$ cat src/rtl/vga_sync_rx.sv
// VGA sync receiver: rebuilds pixel coordinates from hs/vs edges, measures line/frame lengths, tracks lock.
// Define VGA_RX_INSYNC_EN to pass i_hs/i_vs through a two-flop synchronizer before edge detection.
module vga_sync_rx #(
  parameter int unsigned H_ACTIVE    = 640,
  parameter int unsigned H_FP        = 16,
  parameter int unsigned H_SYNC      = 96,
  parameter int unsigned H_BP        = 48,
  parameter int unsigned V_ACTIVE    = 480,
  parameter int unsigned V_FP        = 10,
  parameter int unsigned V_SYNC      = 2,
  parameter int unsigned V_BP        = 33,
  parameter int unsigned LOCK_FRAMES = 2
) (
  input  logic        i_clk,
  input  logic        i_rst_n,
  input  logic        i_pix_stb,
  input  logic        i_hs,
  input  logic        i_vs,
  output logic [9:0]  o_x,
  output logic [8:0]  o_y,
  output logic        o_active,
  output logic        o_locked,
  output logic        o_frame_start,
  output logic        o_err,
  output logic [10:0] o_line_len,
  output logic [9:0]  o_frame_lines
);

  localparam int unsigned HW = 11;
  localparam int unsigned VW = 10;
  localparam int unsigned XW = 10;
  localparam int unsigned YW = 9;
  localparam int unsigned GW = 3;

  localparam int unsigned H_TOTAL  = H_ACTIVE + H_FP + H_SYNC + H_BP;
  localparam int unsigned V_TOTAL  = V_ACTIVE + V_FP + V_SYNC + V_BP;
  localparam int unsigned H_ASTART = H_SYNC + H_BP;
  localparam int unsigned V_ASTART = V_SYNC + V_BP;

  localparam logic [HW-1:0] H_TOTAL_C  = HW'(H_TOTAL);
  localparam logic [VW-1:0] V_TOTAL_C  = VW'(V_TOTAL);
  localparam logic [HW-1:0] H_ASTART_C = HW'(H_ASTART);
  localparam logic [HW-1:0] H_AEND_C   = HW'(H_ASTART + H_ACTIVE);
  localparam logic [VW-1:0] V_ASTART_C = VW'(V_ASTART);
  localparam logic [VW-1:0] V_AEND_C   = VW'(V_ASTART + V_ACTIVE);
  localparam logic [HW-1:0] H_MAX      = '1;
  localparam logic [VW-1:0] V_MAX      = '1;
  localparam logic [GW-1:0] LOCK_C     = GW'(LOCK_FRAMES);

  typedef enum logic [1:0] {
    SEARCH = 2'd0,
    TRACK  = 2'd1,
    LOCKED = 2'd2
  } state_e;

  logic hs_s, vs_s;

`ifdef VGA_RX_INSYNC_EN
  // Two-flop synchronizers; idle-high so reset never looks like a sync edge.
  logic [1:0] hs_sync_q, hs_sync_d, vs_sync_q, vs_sync_d;

  always_comb begin
    hs_sync_d = {hs_sync_q[0], i_hs};
    vs_sync_d = {vs_sync_q[0], i_vs};
  end

  always_ff @(posedge i_clk or negedge i_rst_n) begin
    if (!i_rst_n) begin
      hs_sync_q <= 2'b11;
      vs_sync_q <= 2'b11;
    end else begin
      hs_sync_q <= hs_sync_d;
      vs_sync_q <= vs_sync_d;
    end
  end

  assign hs_s = hs_sync_q[1];
  assign vs_s = vs_sync_q[1];
`else
  assign hs_s = i_hs;
  assign vs_s = i_vs;
`endif

  state_e          state_q, state_d;
  logic            hs_q, hs_d, vs_q, vs_d;
  logic            vs_pend_q, vs_pend_d;
  logic            frame_bad_q, frame_bad_d;
  logic [GW-1:0]   gf_q, gf_d;
  logic [HW-1:0]   h_cnt_q, h_cnt_d;
  logic [VW-1:0]   v_cnt_q, v_cnt_d;
  logic [XW-1:0]   x_q, x_d;
  logic [YW-1:0]   y_q, y_d;
  logic            active_q, active_d;
  logic            locked_q, locked_d;
  logic            frame_start_q, frame_start_d;
  logic            err_q, err_d;
  logic [HW-1:0]   line_len_q, line_len_d;
  logic [VW-1:0]   frame_lines_q, frame_lines_d;

  logic hs_fall, vs_fall, restart, bad_line, bad_frame, in_region;

  // Per-strobe edge detection, counting, lock FSM and output staging.
  always_comb begin
    state_d       = state_q;
    hs_d          = hs_q;
    vs_d          = vs_q;
    vs_pend_d     = vs_pend_q;
    frame_bad_d   = frame_bad_q;
    gf_d          = gf_q;
    h_cnt_d       = h_cnt_q;
    v_cnt_d       = v_cnt_q;
    x_d           = x_q;
    y_d           = y_q;
    active_d      = active_q;
    locked_d      = locked_q;
    line_len_d    = line_len_q;
    frame_lines_d = frame_lines_q;
    frame_start_d = 1'b0;
    err_d         = 1'b0;
    hs_fall       = 1'b0;
    vs_fall       = 1'b0;
    restart       = 1'b0;
    bad_line      = 1'b0;
    bad_frame     = 1'b0;
    in_region     = 1'b0;

    if (i_pix_stb) begin
      hs_fall  = hs_q & ~hs_s;
      vs_fall  = vs_q & ~vs_s;
      hs_d     = hs_s;
      vs_d     = vs_s;
      restart  = hs_fall & (vs_pend_q | vs_fall);
      bad_line = hs_fall & ((h_cnt_q + 11'd1) != H_TOTAL_C);

      if (hs_fall) begin
        h_cnt_d    = '0;
        line_len_d = h_cnt_q + 11'd1;
      end else if (h_cnt_q != H_MAX) begin
        h_cnt_d = h_cnt_q + 11'd1;
      end

      if (vs_fall) vs_pend_d = 1'b1;

      // A pending vsync is honoured at the next hsync edge so v_cnt stays line-aligned.
      if (restart) begin
        v_cnt_d       = '0;
        vs_pend_d     = 1'b0;
        frame_lines_d = v_cnt_q + 10'd1;
        frame_start_d = 1'b1;
      end else if (hs_fall && (v_cnt_q != V_MAX)) begin
        v_cnt_d = v_cnt_q + 10'd1;
      end

      bad_frame = restart & (frame_bad_q | bad_line | ((v_cnt_q + 10'd1) != V_TOTAL_C));
      if (restart)       frame_bad_d = 1'b0;
      else if (bad_line) frame_bad_d = 1'b1;

      case (state_q)
        SEARCH: begin
          if (restart) begin
            state_d = TRACK;
            gf_d    = '0;
          end
        end
        TRACK: begin
          if (restart) begin
            if (bad_frame) begin
              gf_d = '0;
            end else begin
              gf_d = gf_q + 3'd1;
              if (gf_d == LOCK_C) state_d = LOCKED;
            end
          end
        end
        LOCKED: begin
          if (bad_line || bad_frame || (h_cnt_d == H_MAX) || (v_cnt_d == V_MAX)) begin
            err_d   = 1'b1;
            state_d = SEARCH;
          end
        end
        default: state_d = SEARCH;
      endcase

      in_region = (h_cnt_d >= H_ASTART_C) && (h_cnt_d < H_AEND_C) &&
                  (v_cnt_d >= V_ASTART_C) && (v_cnt_d < V_AEND_C);
      x_d       = in_region ? XW'(h_cnt_d - H_ASTART_C) : '0;
      y_d       = in_region ? YW'(v_cnt_d - V_ASTART_C) : '0;
      locked_d  = (state_d == LOCKED);
      active_d  = in_region && (state_d == LOCKED);
    end
  end

  always_ff @(posedge i_clk or negedge i_rst_n) begin
    if (!i_rst_n) begin
      state_q       <= SEARCH;
      hs_q          <= 1'b1;
      vs_q          <= 1'b1;
      vs_pend_q     <= 1'b0;
      frame_bad_q   <= 1'b0;
      gf_q          <= '0;
      h_cnt_q       <= '0;
      v_cnt_q       <= '0;
      x_q           <= '0;
      y_q           <= '0;
      active_q      <= 1'b0;
      locked_q      <= 1'b0;
      frame_start_q <= 1'b0;
      err_q         <= 1'b0;
      line_len_q    <= '0;
      frame_lines_q <= '0;
    end else begin
      state_q       <= state_d;
      hs_q          <= hs_d;
      vs_q          <= vs_d;
      vs_pend_q     <= vs_pend_d;
      frame_bad_q   <= frame_bad_d;
      gf_q          <= gf_d;
      h_cnt_q       <= h_cnt_d;
      v_cnt_q       <= v_cnt_d;
      x_q           <= x_d;
      y_q           <= y_d;
      active_q      <= active_d;
      locked_q      <= locked_d;
      frame_start_q <= frame_start_d;
      err_q         <= err_d;
      line_len_q    <= line_len_d;
      frame_lines_q <= frame_lines_d;
    end
  end

  assign o_x           = x_q;
  assign o_y           = y_q;
  assign o_active      = active_q;
  assign o_locked      = locked_q;
  assign o_frame_start = frame_start_q;
  assign o_err         = err_q;
  assign o_line_len    = line_len_q;
  assign o_frame_lines = frame_lines_q;

endmodule
$ cat config.mk
export PLATFORM = sky130hd
export DESIGN_NAME = vga_sync_rx
export DESIGN_NICKNAME = d
export VERILOG_FILES = /design/src/rtl/vga_sync_rx.sv
export SDC_FILE = /design/constraint.sdc
export NUM_CORES = 1
export LEC_CHECK = 0
export CORE_MARGIN = 1.5
export CORE_UTILIZATION = 58
export CTS_CLUSTER_DIAMETER = 30
export DETAILED_ROUTE_END_ITERATION = 12
export GPL_TIMING_DRIVEN = 0
export PLACE_DENSITY = 0.79
export SYNTH_ARGS = -nofsm -noshare
export SYNTH_HDL_FRONTEND = slang
export SYNTH_SLANG_ARGS = --single-unit
export TNS_END_PERCENT = 100
$ cat constraint.sdc
create_clock -name i_clk -period 3.95 [get_ports i_clk]
set_clock_uncertainty 0.05 [all_clocks]
set_input_delay 0.79 -clock i_clk [delete_from_list [all_inputs] [get_ports i_clk]]
set_output_delay 0.79 -clock i_clk [all_outputs]
set_load 0.05 [all_outputs]
After elaboration in Yosys (flattened, before gate mapping)
Cells that the tools add are included.

Add/subtract/negate cells: 5. Order comparisons: 4. Eq/ne operators: 12. Mux-type cells: 28. Bitwise logic cells: 10. Reduce and logical (&&, ||, !) cells: 17.

Operator list (count): $mux 10 (4); $mux 11 (3); $ne 10x10->1 const B (2); $mux 2 (6); $add 11x1->11 const B (1); $eq 11x11->1 const B (1); $ge 11x8->1 const B (1); $lt 11x10->1 const B (1); $ne 11x10->1 const B (1); $ne 11x11->1 const B (1); $add 10x1->10 const B (1); $eq 10x10->1 const B (1); $ge 10x6->1 const B (1); $lt 10x10->1 const B (1); $sub 10x8->10 const B (1); $mux 1 (9); $mux 3 (3); $mux 9 (1); $sub 9x6->9 const B (1); $reduce_and 2->1 (4); $pmux 2 s3 (1); $pmux 3 s2 (1); $reduce_bool 2->1 (3); $and 1x1->1 (5); other kinds (11) (22).

Register bits: 74. Input port bits: 5. Logic and storage cells: 92.

Longest topological paths before layout
Gate-level depths: netlist of the first run.

Word-level depth: 14. Depth in mapped cells: 15.

Least setup slack after synthesis of the first run
OpenSTA, ideal clock, no wires.

Path type: register to register. Start point: reg h_cnt_q[1]. End point: reg x_q[7], in the netlist o_x[7]. Arrival time: 2997 ps. Required time: 3780 ps. Path slack: 782 ps. Cell stages (with the launch flop): 15. Path buffers: 2. Clock period less this slack: 3168 ps. Cell sequence: dfrtp_1 ha_1 and2_1 clkbuf_1 nand4_1 clkbuf_1 a21oi_1 inv_1 ha_1 and4b_1 and4_1 a31oi_1 a32oi_2 o211a_1 a41o_1.

Word-level cells in the longest chain between the ends: 9. Elaborated cells between the ends (all ways): 12. Those cells by class: add/sub: 2; order compare: 2; eq/ne: 1; mux: 4; reduce/logical: 3.

RTL lines: start: declaration (RTL line 89) `logic [HW-1:0] h_cnt_q, h_cnt_d;`; start signal: assignment (RTL line 218) `h_cnt_q <= h_cnt_d;`; $add 11x1->11 or $ne 11x11->1 (tied branches) (RTL line 139, 138); $mux 11 * (RTL line 138) `end else if (h_cnt_q != H_MAX) begin`; $mux 11 * (RTL line 135) `if (hs_fall) begin`; $mux 11 * (RTL line 127) `if (i_pix_stb) begin`; $ge 11x8->1 or $lt 11x10->1 (tied branches) (RTL line 184) `in_region = (h_cnt_d >= H_ASTART_C) && (h_cnt_d < H_AEND_C) &&`; $logic_and 1x1->1 (2 in a row) (RTL line 184); $logic_and 1x1->1 (RTL line 185) `(v_cnt_d >= V_ASTART_C) && (v_cnt_d < V_AEND_C);`; $mux 10 * (RTL line 186) `x_d = in_region ? XW'(h_cnt_d - H_ASTART_C) : '0;`; end signal: assignment (RTL line 203) `x_q <= '0;`; end signal: assignment (RTL line 220) `x_q <= x_d;`; end: declaration (RTL line 91) `logic [XW-1:0] x_q, x_d;`.

Every way passes the cells marked *; elsewhere a longest branch is shown, timed or not. The select of a mux whose other input is x is not followed. A chain may end at the register's enable or synchronous reset.

Final worst setup path of the first run
Start point: reg h_cnt_q[1]. End point: reg x_q[1], in the netlist o_x[1].

The elaborated chain is that of the path after synthesis.

==> results of run 1 <==
power breakdown:
group | internal (mW) | leakage (nW) | switching [mW]
Clock | 0.285 | 0.0986 | 0.288
Combinational | 0.284 | 1.21 | 0.541
Sequential | 0.854 | 0.991 | 0.0725
routing by layer:
metal	part of all wire (%)	vias up	track usage (%)	routed length [µm]
li1	-	2013	-	-
met1	46	2099	46.9	6050
met2	44	234	46.4	5780
met3	8.4	24	6.72	1100
met4	1.3	0	6.72	170
met5	0	-	0	0
placed cells by master (no fill, tap or decap), types with 8 or more instances in the layout:
cell                               n
sky130_fd_sc_hd__a21oi_1          22
sky130_fd_sc_hd__a31oi_1           8
sky130_fd_sc_hd__buf_2            13
sky130_fd_sc_hd__clkbuf_1         19
sky130_fd_sc_hd__clkbuf_8          9
sky130_fd_sc_hd__clkdlybuf4s50_1  46
sky130_fd_sc_hd__dfrtp_1          72
sky130_fd_sc_hd__ha_1              8
sky130_fd_sc_hd__inv_1            18
sky130_fd_sc_hd__mux2_2           11
sky130_fd_sc_hd__nand2_1          67
sky130_fd_sc_hd__nand3_1          14
sky130_fd_sc_hd__nand4_1          10
sky130_fd_sc_hd__nor2_1           21
sky130_fd_sc_hd__nor3_1            9
sky130_fd_sc_hd__nor4_1            8
sky130_fd_sc_hd__o21ai_0          43
sky130_fd_sc_hd__xnor2_1          21
sky130_fd_sc_hd__xor2_1            9
cell usage after synthesis, types with 7 or more instances:
library cell	count
sky130_fd_sc_hd__a211oi_1	7
sky130_fd_sc_hd__a21oi_1	23
sky130_fd_sc_hd__a31oi_1	8
sky130_fd_sc_hd__and3_1	7
sky130_fd_sc_hd__buf_2	13
sky130_fd_sc_hd__clkbuf_1	20
sky130_fd_sc_hd__dfrtp_1	72
sky130_fd_sc_hd__ha_1	9
sky130_fd_sc_hd__inv_1	18
sky130_fd_sc_hd__mux2_2	11
sky130_fd_sc_hd__nand2_1	67
sky130_fd_sc_hd__nand3_1	14
sky130_fd_sc_hd__nand4_1	10
sky130_fd_sc_hd__nor2_1	21
sky130_fd_sc_hd__nor3_1	9
sky130_fd_sc_hd__nor4_1	8
sky130_fd_sc_hd__o21ai_0	43
sky130_fd_sc_hd__o2bb2ai_2	7
sky130_fd_sc_hd__xnor2_1	21
sky130_fd_sc_hd__xor2_1	9
stage by stage:
step,cell area [µm²],cells
after floorplan,4780,517
after global placement,5380,666
after detailed placement,5400,667
after CTS,5580,682
after global routing,5590,682
final,5590,682
final cells by class:
type	instances	area (µm²)	area share, %
plain buffers	46	254	4.54
clock buffers	9	124	2.22
clock inverters	6	58.8	1.05
inverters	19	71.3	1.28
multi-input cells	378	2610	46.6
flip-flops and latches	74	1850	33.2
well taps	102	128	2.28
repair buffers	48	495	8.86
worst max path at each step:
| stage | endpoint | slack [ps] | depth (start not counted) |
|---|---|---|---|
| floorplan | o_x[7] | 780 | 14 |
| global placement | gf_q[0] | -440 | 1 |
| detailed placement | o_x[1] | -100 | 13 |
| CTS | o_x[1] | 100 | 15 |
| global route | o_x[1] | -1 | 15 |
| finish | o_x[1] | 190 | 15 |
state kept, by name (all words and copies together), names as in the netlist, 2 cells and up:
| register | flops |
|---|---|
| o_y | 9 |
| o_line_len | 11 |
| v_cnt_q | 10 |
| state_q | 2 |
| gf_q | 3 |
| h_cnt_q | 11 |
| o_frame_lines | 10 |
| o_x | 10 |
cells by family after synthesis:
| logic type | Yosys count |
|---|---|
| AO/OA/AOI/OAI | 152 |
| XOR/XNOR | 30 |
| adder cells (fa/ha/maj) | 9 |
| buffers and inverters | 65 |
| flip-flops | 74 |
| multiplexers | 15 |
| AND/OR/NAND/NOR | 172 |
==> Implementation_results.wiki, run 1 <==
{| class="wikitable"
! Metric !! Value
|-
| Area added between synthesis and finish || 17.0%
|-
| Timing startpoint of the critical path || h_cnt_q[1]
|-
| Clock slew seen by the registers of the worst setup and hold paths || 80 ps
|-
| CP arrival || 3950 ps
|-
| Count of nets left with antenna violations after detail routing || 0
|-
| Final cycle utilization of the critical path || 95.1%
|-
| Tightest slew margin relative to the limit || 44.1%
|-
| DRT Pass-1 Iters || 5
|-
| Cell family with the largest share of critical-path delay || compound AO/OA/AOI/OAI gates
|-
| Average cell area after synthesis || around 9 µm²
|-
| Final setup violation count || 0
|-
| Number of post-CTS setup repair buffers || 0
|-
| Transition time at the pin with the least slew margin || 833 ps
|-
| Post-synthesis mux area share || approximately 3.4%
|-
| Reg-to-Reg End || o_x[1]
|-
| HPWL after detailed placement || 9.39 mm
|-
| Global-route wire length before repair || between 20 and 25 mm
|-
| Synth async-reset ratio || 100%
|-
| Worst hold margin || 393 ps
|-
| CP Launch Type || flop
|-
| Ratio of cells with drive above 1 in the final layout || between 10 and 15%
|-
| Library cell with the largest summed area after synthesis || sky130_fd_sc_hd__dfrtp_1
|-
| Gr usage total || 31.3%
|-
| Top cells by area in the synthesized netlist || sky130_fd_sc_hd__dfrtp_1 (38%), sky130_fd_sc_hd__nand2_1 (5.3%), sky130_fd_sc_hd__o21ai_0 (4.5%)
|-
| Top-Level Pins || 49
|-
| Number of buffers and inverters on the critical path || 4
|-
| Run status || finished, final reports clean
|-
| Routability cong. || 0.969
|-
| Number of buffers between clock root and the deepest sink || 2
|-
| Post-synthesis share of cell area spent on full adders, half adders and majority gates || 2.36%
|-
| Class of the tightest hold or removal check || primary input to asynchronous set/reset pin
|-
| Worst Reg-to-Reg Cells || 15
|-
| Gate count after technology mapping || roughly 520
|-
| Number of nets in the layout || 590
|-
| Syn Std Cell Area || 0.00478 mm²
|-
| Upper clock frequency limit || 266 MHz
|-
| Slowest Stage Delay on Critical Path || 500 ps
|-
| Number of synthesis warnings || 0
|-
| DR DRC count || 0
|-
| Average routed wire per standard cell || 19.2 µm
|-
| Fill count || 616
|-
| Startpoint of the most critical register-to-register path || h_cnt_q[1]
|-
| Remaining global-route overflow || 0
|-
| Pin count of the biggest net entering global routing || between 70 and 80
|-
| Quantity of gates resized following cts || 0
|-
| Count of flip-flops with a built-in enable after synthesis || 0
|-
| Number of nets produced by synthesis || 531
|-
| Core Util, Final || 71.3%
|-
| Total of buffers placed on input and output ports || 47
|-
| Worst voltage drop across the vdd grid || approximately 0.32 mV
|-
| Share of Yosys cell area claimed by the top area cell type || 37.7%
|-
| Initial core utilization || 60.9%
|-
| Number of global-route vias before repair || 4103
|-
| Core area || 0.00785 mm²
|-
| Post-cts hold buffer count || 0
|-
| Worst skew pair latency || 350 ps
|-
| Share of the yosys chip area belonging to registers || 38.8%
|-
| Total detailed-routing wirelength || 13.1 mm
|-
| Cell-by-cell listing of the critical path || ha_2 -> and2_1 -> clkbuf_1 -> nand4_1 -> clkbuf_2 -> a21oi_2 -> inv_1 -> ha_1 -> and4b_1 -> and4_1 -> a31oi_1 -> a32oi_2 -> o211ai_4 -> buf_6 -> o2bb2ai_1
|-
| Final Hold Vio Count || 0
|-
| Synthesis-stage register bit count || 74
|-
| Detailed-route via count || 4370
|-
| Overall die area || 0.00879 mm²
|-
| Clock sink count || 74
|-
| Top flip-flop cell by instance count after synthesis || sky130_fd_sc_hd__dfrtp_1
|-
| Count of cell types in the netlist || 75
|-
| Minimum clock period after layout || 3760 ps
|-
| Least setup slack across all paths after layout || 193 ps
|-
| Count of maximum capacitance violations || 0
|-
| Largest family of logic cells by synthesized area || compound AO/OA/AOI/OAI gates
|-
| Endpoint type of the worst setup path || flop
|-
| Power density relative to cell area || 416 mW/mm²
|-
| Setup TNS Final || 0 ps
|-
| Vertical extent of the die || roughly 94 µm
|-
| Root cell of the clock tree || sky130_fd_sc_hd__clkbuf_8
|-
| Compound-gate portion of the synthesized area || roughly 25%
|-
| Die Span X || 93.8 µm
|-
| Number of diodes added for antenna fixing || 0
|-
| Worst setup slack before clock tree synthesis || -98.7 ps
|-
| Antenna violations before repair || 0
|-
| Power after layout || 2.32 mW
|-
| Leakage power || 2.30 nW
|-
| Xor/xnor cell area share of the yosys netlist || 5.50%
|-
| Critical path peak fanout || 10
|-
| Post-synthesis share of cell area spent on and, or, nand and nor gates || 18.5%
|-
| CTS buffer count || 9
|-
| Count of pins over their slew limit || 0
|-
| Number of core rows || 32
|-
| TritonCTS clock tree || done
|-
| Crit-path slowest cell || sky130_fd_sc_hd__dfrtp_1
|-
| Register-to-register setup slack || a little under 200 ps
|-
| 1st-iter DRT viols || 466
|-
| H-tree Lvls || 3
|-
| Crit path required time || 4140 ps
|-
| Drt via density || 6.41
|-
| Crit Path Class || flop to flop
|}
No activity file was read; power rests on OpenSTA's default activity.
==> run 2: changes to the inputs <==
Settings changed: CORE_UTILIZATION 58 to 52, PLACE_DENSITY 0.79 to 0.75, REMOVE_ABC_BUFFERS set to 1.
Clock period 3.95 ns to 3.23 ns, I/O delays scaled along.
==> Implementation_results.wiki, run 2 (synthesized netlist as in run 1, its figures left out) <==
{| class="wikitable"
! Metric !! Value
|-
| Count of nets left with antenna violations after detail routing || 0
|-
| Cell family with the largest share of critical-path delay || compound AO/OA/AOI/OAI gates
|-
| Routability cong. || 0.900
|-
| Global-route wire length before repair || roughly 21 mm
|-
| Clock sink count || 74
|-
| Total placed cells including tap cells || 629
|-
| Pin count of the biggest net entering global routing || 53
|-
| Transition time at the pin with the least slew margin || between 1000 and 1500 ps
|-
| Upper clock frequency limit || 315 MHz
|-
| Leakage power || around 2.3 nW
|-
| Minimum clock period after layout || 3170 ps
|-
| Gr usage total || 26.4%
|-
| HPWL after detailed placement || 8.16 mm
|-
| Power after layout || 3.16 mW
|-
| Detailed-route via count || 4268
|-
| Leading cell types in the layout, fill and taps excluded || sky130_fd_sc_hd__nand2_1 (67), sky130_fd_sc_hd__dfrtp_1 (54), sky130_fd_sc_hd__clkdlybuf4s50_1 (45), sky130_fd_sc_hd__o21ai_0 (43), sky130_fd_sc_hd__buf_4 (28)
|-
| Crit-path slowest cell || sky130_fd_sc_hd__dfrtp_2
|-
| Most common cell after layout, fill and taps aside || sky130_fd_sc_hd__nand2_1
|-
| Worst voltage drop across the vdd grid || 0.260 mV
|-
| Area added between synthesis and finish || 22.2%
|-
| Layout Cell Area excl Fill || 0.00584 mm²
|-
| Core Util, Final || 66.3%
|-
| Final cycle utilization of the critical path || 98.2%
|-
| Overall die area || around 0.0098 mm²
|-
| Failing checks || design-rule violations
|-
| Register-to-register setup slack || slightly below 60 ps
|-
| DRT Pass-1 Iters || 9
|-
| Top-Level Pins || 49
|-
| Die Span X || 98.9 µm
|-
| Cell-by-cell listing of the critical path || nand3_1 -> or3_1 -> a211o_4 -> inv_2 -> ha_1 -> and4b_1 -> and4_1 -> a31oi_1 -> a32oi_2 -> o211ai_4 -> buf_12 -> o41ai_2
|-
| Drt via density || 6.33
|-
| Crit Path Class || flop to flop
|-
| CTS buffer count || 9
|-
| Clock slew seen by the registers of the worst setup and hold paths || 80 ps
|-
| Total of buffers placed on input and output ports || 48
|-
| Critical path peak fanout || 15
|-
| Vertical extent of the die || 98.9 µm
|-
| Antenna violations before repair || 0
|-
| Core area || 0.00881 mm²
|-
| Slowest Stage Delay on Critical Path || 440 ps
|-
| CP Launch Type || flop
|-
| Class of the tightest hold or removal check || primary input to asynchronous set/reset pin
|-
| Tightest slew margin relative to the limit || 28.0%
|-
| Ratio of cells with drive above 1 in the final layout || 21.9%
|-
| Number of standard cells in the layout, taps in and fillers out || 674
|-
| Power density relative to cell area || 541 mW/mm²
|-
| Run status || complete, but fails checks
|-
| Number of global-route vias before repair || between 3000 and 4000
|-
| DR DRC count || 3
|-
| Total detailed-routing wirelength || 12.6 mm
|-
| Crit path required time || 3420 ps
|-
| CP arrival || 3360 ps
|-
| Number of buffers between clock root and the deepest sink || 2
|-
| H-tree Lvls || 3
|-
| Count of pins over their slew limit || 0
|-
| Post-cts hold buffer count || 0
|-
| 1st-iter DRT viols || 376
|-
| Number of nets in the layout || 575
|-
| Root cell of the clock tree || sky130_fd_sc_hd__clkbuf_8
|-
| Final Hold Vio Count || 0
|-
| Number of core rows || 34
|-
| Average routed wire per standard cell || 18.6 µm
|-
| Placed instance area || between 0.005 and 0.006 mm²
|-
| Final setup violation count || 0
|-
| TritonCTS clock tree || done
|-
| Number of buffers and inverters on the critical path || 2
|-
| Worst skew pair latency || 350 ps
|-
| Count of maximum capacitance violations || 0
|-
| Fill count || 734
|-
| Initial core utilization || 54.3%
|-
| Remaining global-route overflow || 0
|-
| Number of diodes added for antenna fixing || 0
|-
| Endpoint type of the worst setup path || flop
|}
==> run 2: cell count changes in the layout (fill, tap and decap cells not counted), moves of 3 or more <==
cell	change
sky130_fd_sc_hd__clkinv_2	-3
sky130_fd_sc_hd__dfrtp_1	-18
sky130_fd_sc_hd__clkbuf_1	-18
sky130_fd_sc_hd__buf_6	-6
sky130_fd_sc_hd__buf_12	+3
sky130_fd_sc_hd__buf_2	-12
sky130_fd_sc_hd__nor4_1	-3
sky130_fd_sc_hd__dfrtp_2	+18
sky130_fd_sc_hd__bufinv_16	+3
sky130_fd_sc_hd__buf_4	+22
==> run 2: worst register-to-register path, cell delays in order (launching register included) <==
cell	delay, ps
sky130_fd_sc_hd__dfrtp_2	440
sky130_fd_sc_hd__nand3_1	140
sky130_fd_sc_hd__or3_1	380
sky130_fd_sc_hd__a211o_4	380
sky130_fd_sc_hd__inv_2	100
sky130_fd_sc_hd__ha_1	140
sky130_fd_sc_hd__and4b_1	170
sky130_fd_sc_hd__and4_1	200
sky130_fd_sc_hd__a31oi_1	100
sky130_fd_sc_hd__a32oi_2	320
sky130_fd_sc_hd__o211ai_4	130
sky130_fd_sc_hd__buf_12	200
sky130_fd_sc_hd__o41ai_2	320
==> run 2: final timing paths <==
path,startpoint,end,cells past startpoint
max,h_cnt_q[10],o_y[7],12
min,i_rst_n,o_x[2],1
max reg2reg,h_cnt_q[10],o_y[7],12
min reg2reg,o_frame_lines[6],o_frame_lines[6],2
max in group asynchronous,i_rst_n,hs_q,2
min in group i_clk,o_frame_lines[6],o_frame_lines[6],2
==> run 2: power breakdown <==
| group | total, mW | leakage [nW] | switching [mW] | internal, mW |
|---|---|---|---|---|
| logic | 1.01 | 1.25 | 0.623 | 0.390 |
| registers | 1.18 | 0.962 | 0.130 | 1.05 |
| clock network | 0.970 | 0.134 | 0.358 | 0.612 |
| total | 3.16 | 2.35 | 1.11 | 2.05 |
==> run 2: final cells by class <==
cell class / count / area, µm² / area share [%]
Clock inverter: 5 / 125 / 2.14
Tap cell: 108 / 135 / 2.31
Multi-Input combinational cell: 378 / 2740 / 46.9
Timing Repair Buffer: 79 / 753 / 12.9
Sequential cell: 74 / 1880 / 32.1
Inverter: 19 / 71.3 / 1.22
Clock buffer: 11 / 141 / 2.42
==> run 2: repair_timing <==
item                                    CTS  global route
cloned                                    0             0
pin swaps                                 4             5
setup buffers                            13            16
endpoints found under the setup margin   23            23
gates resized for setup                  26            19
==> run 2: per-stage QoR <==
stage                     TNS, ps  setup slack, ps  hold slack, ps
after floorplan             -5930             -362             300
after global placement    -148970            -1830             409
after detailed placement   -22170            -1110             420
after CTS                       0            0.628             194
after global routing        -26.5            -26.5             217
final                           0             58.7             179
==> run 2: routing by layer <==
metal  vias to the layer above  routed length [µm]  global-route usage [%]
met4                         0                 205                    6.48
met2                       195                5450                    37.9
li1                       1997                   -                       -
met1                      2051                5960                    40.5
met5                         -                   0                       0
met3                        25                 935                    5.74
==> run 3: changes to the inputs <==
Settings changed: CORE_MARGIN 1.5 to not set.
==> Implementation_results.wiki, run 3 (synthesized netlist as in run 1, its figures left out) <==
{| class="wikitable"
! Metric !! Value
|-
| Overall die area || ~0.0096 mm²
|-
| Number of standard cells in the layout, taps in and fillers out || 682
|-
| Pin count of the biggest net entering global routing || 53
|-
| Total detailed-routing wirelength || 12.8 mm
|-
| Count of nets left with antenna violations after detail routing || 0
|-
| Transition time at the pin with the least slew margin || 1100 ps
|-
| H-tree Lvls || 3
|-
| Area used by multi-input combinational logic || 0.00274 mm²
|-
| Antenna violations before repair || 0
|-
| Cell-by-cell listing of the critical path || nand3_2 -> or3_4 -> a211o_4 -> inv_4 -> ha_1 -> and4b_1 -> and4_1 -> a31oi_1 -> a32oi_2 -> o211ai_4 -> buf_12 -> o41ai_2
|-
| Crit Path Class || flop to flop
|-
| Number of nets in the layout || between 500 and 600
|-
| Number of global-route vias before repair || 3902
|-
| Ratio of cells with drive above 1 in the final layout || 23.0%
|-
| Upper clock frequency limit || 317 MHz
|-
| Area taken by flip-flops and latches || 0.00188 mm²
|-
| Wire length on met1 || 6.10 mm
|-
| Minimum clock period after layout || roughly 3200 ps
|-
| Crit path required time || between 3000 and 4000 ps
|-
| Final Hold Vio Count || 0
|-
| Worst hold margin || between 100 and 150 ps
|-
| Power density relative to cell area || 506 mW/mm²
|-
| Total placed cells including tap cells || 629
|-
| Routability cong. || 0.881
|-
| Count of maximum capacitance violations || 0
|-
| Core Util, Final || ~67%
|-
| CP arrival || 3370 ps
|-
| Critical path peak fanout || 7
|-
| Leakage power || roughly 2.4 nW
|-
| TritonCTS clock tree || done
|-
| Cell family with the largest share of critical-path delay || compound AO/OA/AOI/OAI gates
|-
| Most common cell after layout, fill and taps aside || sky130_fd_sc_hd__nand2_1
|-
| Worst skew pair latency || 370 ps
|-
| Top-Level Pins || between 40 and 50
|-
| Setup TNS Final || 0 ps
|-
| Global-route wire length before repair || 20.8 mm
|-
| Final setup violation count || 0
|-
| Die Span X || 97.9 µm
|-
| Endpoint type of the worst setup path || flop
|-
| Final cycle utilization of the critical path || between 90% and 100%
|-
| Drt via density || slightly above 6
|-
| Tightest slew margin relative to the limit || between 20% and 30%
|-
| Number of buffers and inverters on the critical path || 2
|-
| Number of buffers between clock root and the deepest sink || 2
|-
| Failing checks || design-rule violations
|-
| 1st-iter DRT viols || 409
|-
| HPWL after detailed placement || just over 8 mm
|-
| Class of the tightest hold or removal check || primary input to asynchronous set/reset pin
|-
| Count of pins over their slew limit || 0
|-
| Vertical extent of the die || roughly 98 µm
|-
| Crit-path slowest cell || sky130_fd_sc_hd__dfrtp_2
|-
| Initial core utilization || a little over half
|-
| DRT Pass-1 Iters || 9
|-
| Clock slew seen by the registers of the worst setup and hold paths || 90 ps
|-
| Slowest Stage Delay on Critical Path || 430 ps
|-
| Remaining global-route overflow || 0
|-
| Run status || complete, but fails checks
|-
| CTS buffer count || 9
|-
| Worst voltage drop across the vdd grid || around 0.27 mV
|-
| Root cell of the clock tree || sky130_fd_sc_hd__clkbuf_8
|-
| Core area || 0.00881 mm²
|-
| Fill count || between 700 and 800
|-
| Gr usage total || 27.4%
|-
| Clock sink count || 74
|-
| Met2 routed wirelength || 5.61 mm
|-
| CP Launch Type || flop
|-
| DR DRC count || 4
|-
| Leading cell types in the layout, fill and taps excluded || sky130_fd_sc_hd__nand2_1 (67), sky130_fd_sc_hd__dfrtp_1 (54), sky130_fd_sc_hd__clkdlybuf4s50_1 (45), sky130_fd_sc_hd__o21ai_0 (43), sky130_fd_sc_hd__buf_4 (34)
|-
| Area added between synthesis and finish || 22.8%
|-
| Number of diodes added for antenna fixing || 0
|-
| Total of buffers placed on input and output ports || 48
|-
| Top layer used by detailed routing || met4
|-
| Number of core rows || 34
|-
| Average routed wire per standard cell || ~19 µm
|-
| Detailed-route via count || 4211
|-
| WL met3 || 894 µm
|}
-- run 3: changes by cell type in the layout (fill, tap and decap cells not counted), moves of 2 or more --
cell,delta
sky130_fd_sc_hd__buf_4,+6
sky130_fd_sc_hd__bufinv_16,-3
sky130_fd_sc_hd__clkinv_2,+2
sky130_fd_sc_hd__nor4_1,+2
sky130_fd_sc_hd__nor4_2,-2
-- run 3: layout make-up --
class | instances | area share [%]
Tap cell | 108 | 2.30
Inverter | 19 | 1.26
Clock inverter | 5 | 0.917
Clock buffer | 11 | 2.41
Timing Repair Buffer | 87 | 14.4
Multi-Input combinational cell | 378 | 46.7
Sequential cell | 74 | 32.0
-- run 3: where the power goes --
group	leakage, nW	internal, mW	switching, mW	total [mW]
registers	0.962	1.05	0.136	1.19
clock network	0.103	0.376	0.366	0.742
logic	1.29	0.410	0.630	1.04
-- run 3: worst reg2reg max path: stages, from the launching register on --
cell and delay [ps]:
sky130_fd_sc_hd__dfrtp_2 430, sky130_fd_sc_hd__nand3_2 110, sky130_fd_sc_hd__or3_4 390, sky130_fd_sc_hd__a211o_4 370, sky130_fd_sc_hd__inv_4 80, sky130_fd_sc_hd__ha_1 130
sky130_fd_sc_hd__and4b_1 170, sky130_fd_sc_hd__and4_1 200, sky130_fd_sc_hd__a31oi_1 100, sky130_fd_sc_hd__a32oi_2 340, sky130_fd_sc_hd__o211ai_4 160, sky130_fd_sc_hd__buf_12 210
sky130_fd_sc_hd__o41ai_2 300
-- run 3: final timing paths --
kind	cells after the start	startpoint	end	slack [ps]
max	12	h_cnt_q[9]	o_y[7]	70
min	1	i_rst_n	o_x[2]	130
max reg2reg	12	h_cnt_q[9]	o_y[7]	70
min reg2reg	2	o_frame_lines[6]	o_frame_lines[6]	430
max in group asynchronous	2	i_rst_n	vs_q	2370
min in group i_clk	2	o_frame_lines[6]	o_frame_lines[6]	430
-- run 3: metrics by stage --
| step | power (mW) | setup slack, ps | cell area [µm²] |
|---|---|---|---|
| CTS | 2.88 | 8.42 | 5550 |
| global placement | 2.06 | -1890 | 5140 |
| finish | 2.97 | 72.2 | 5870 |
| detailed placement | 2.09 | -1060 | 5180 |
| floorplan | 1.79 | -362 | 4530 |
| global route | 3.11 | -31.2 | 5870 |
-- run 3: timing repair --
action / 4_1_cts / 5_1_grt
gates cloned: 0 / 1
pin swaps: 3 / 7
gates resized for setup: 25 / 21
hold endpoints to repair: 0 / 0
hold buffers: 0 / 0
endpoints found under the setup margin: 23 / 15
buffers inserted: 12 / 24
-- run 3: routing by layer --
| layer | GRT usage, % | vias to the layer above |
|---|---|---|
| li1 | - | 1994 |
| met1 | 42.4 | 2025 |
| met3 | 5.51 | 16 |
| met4 | 9.09 | 0 |
| met5 | 0 | - |
| met2 | 37.9 | 176 |
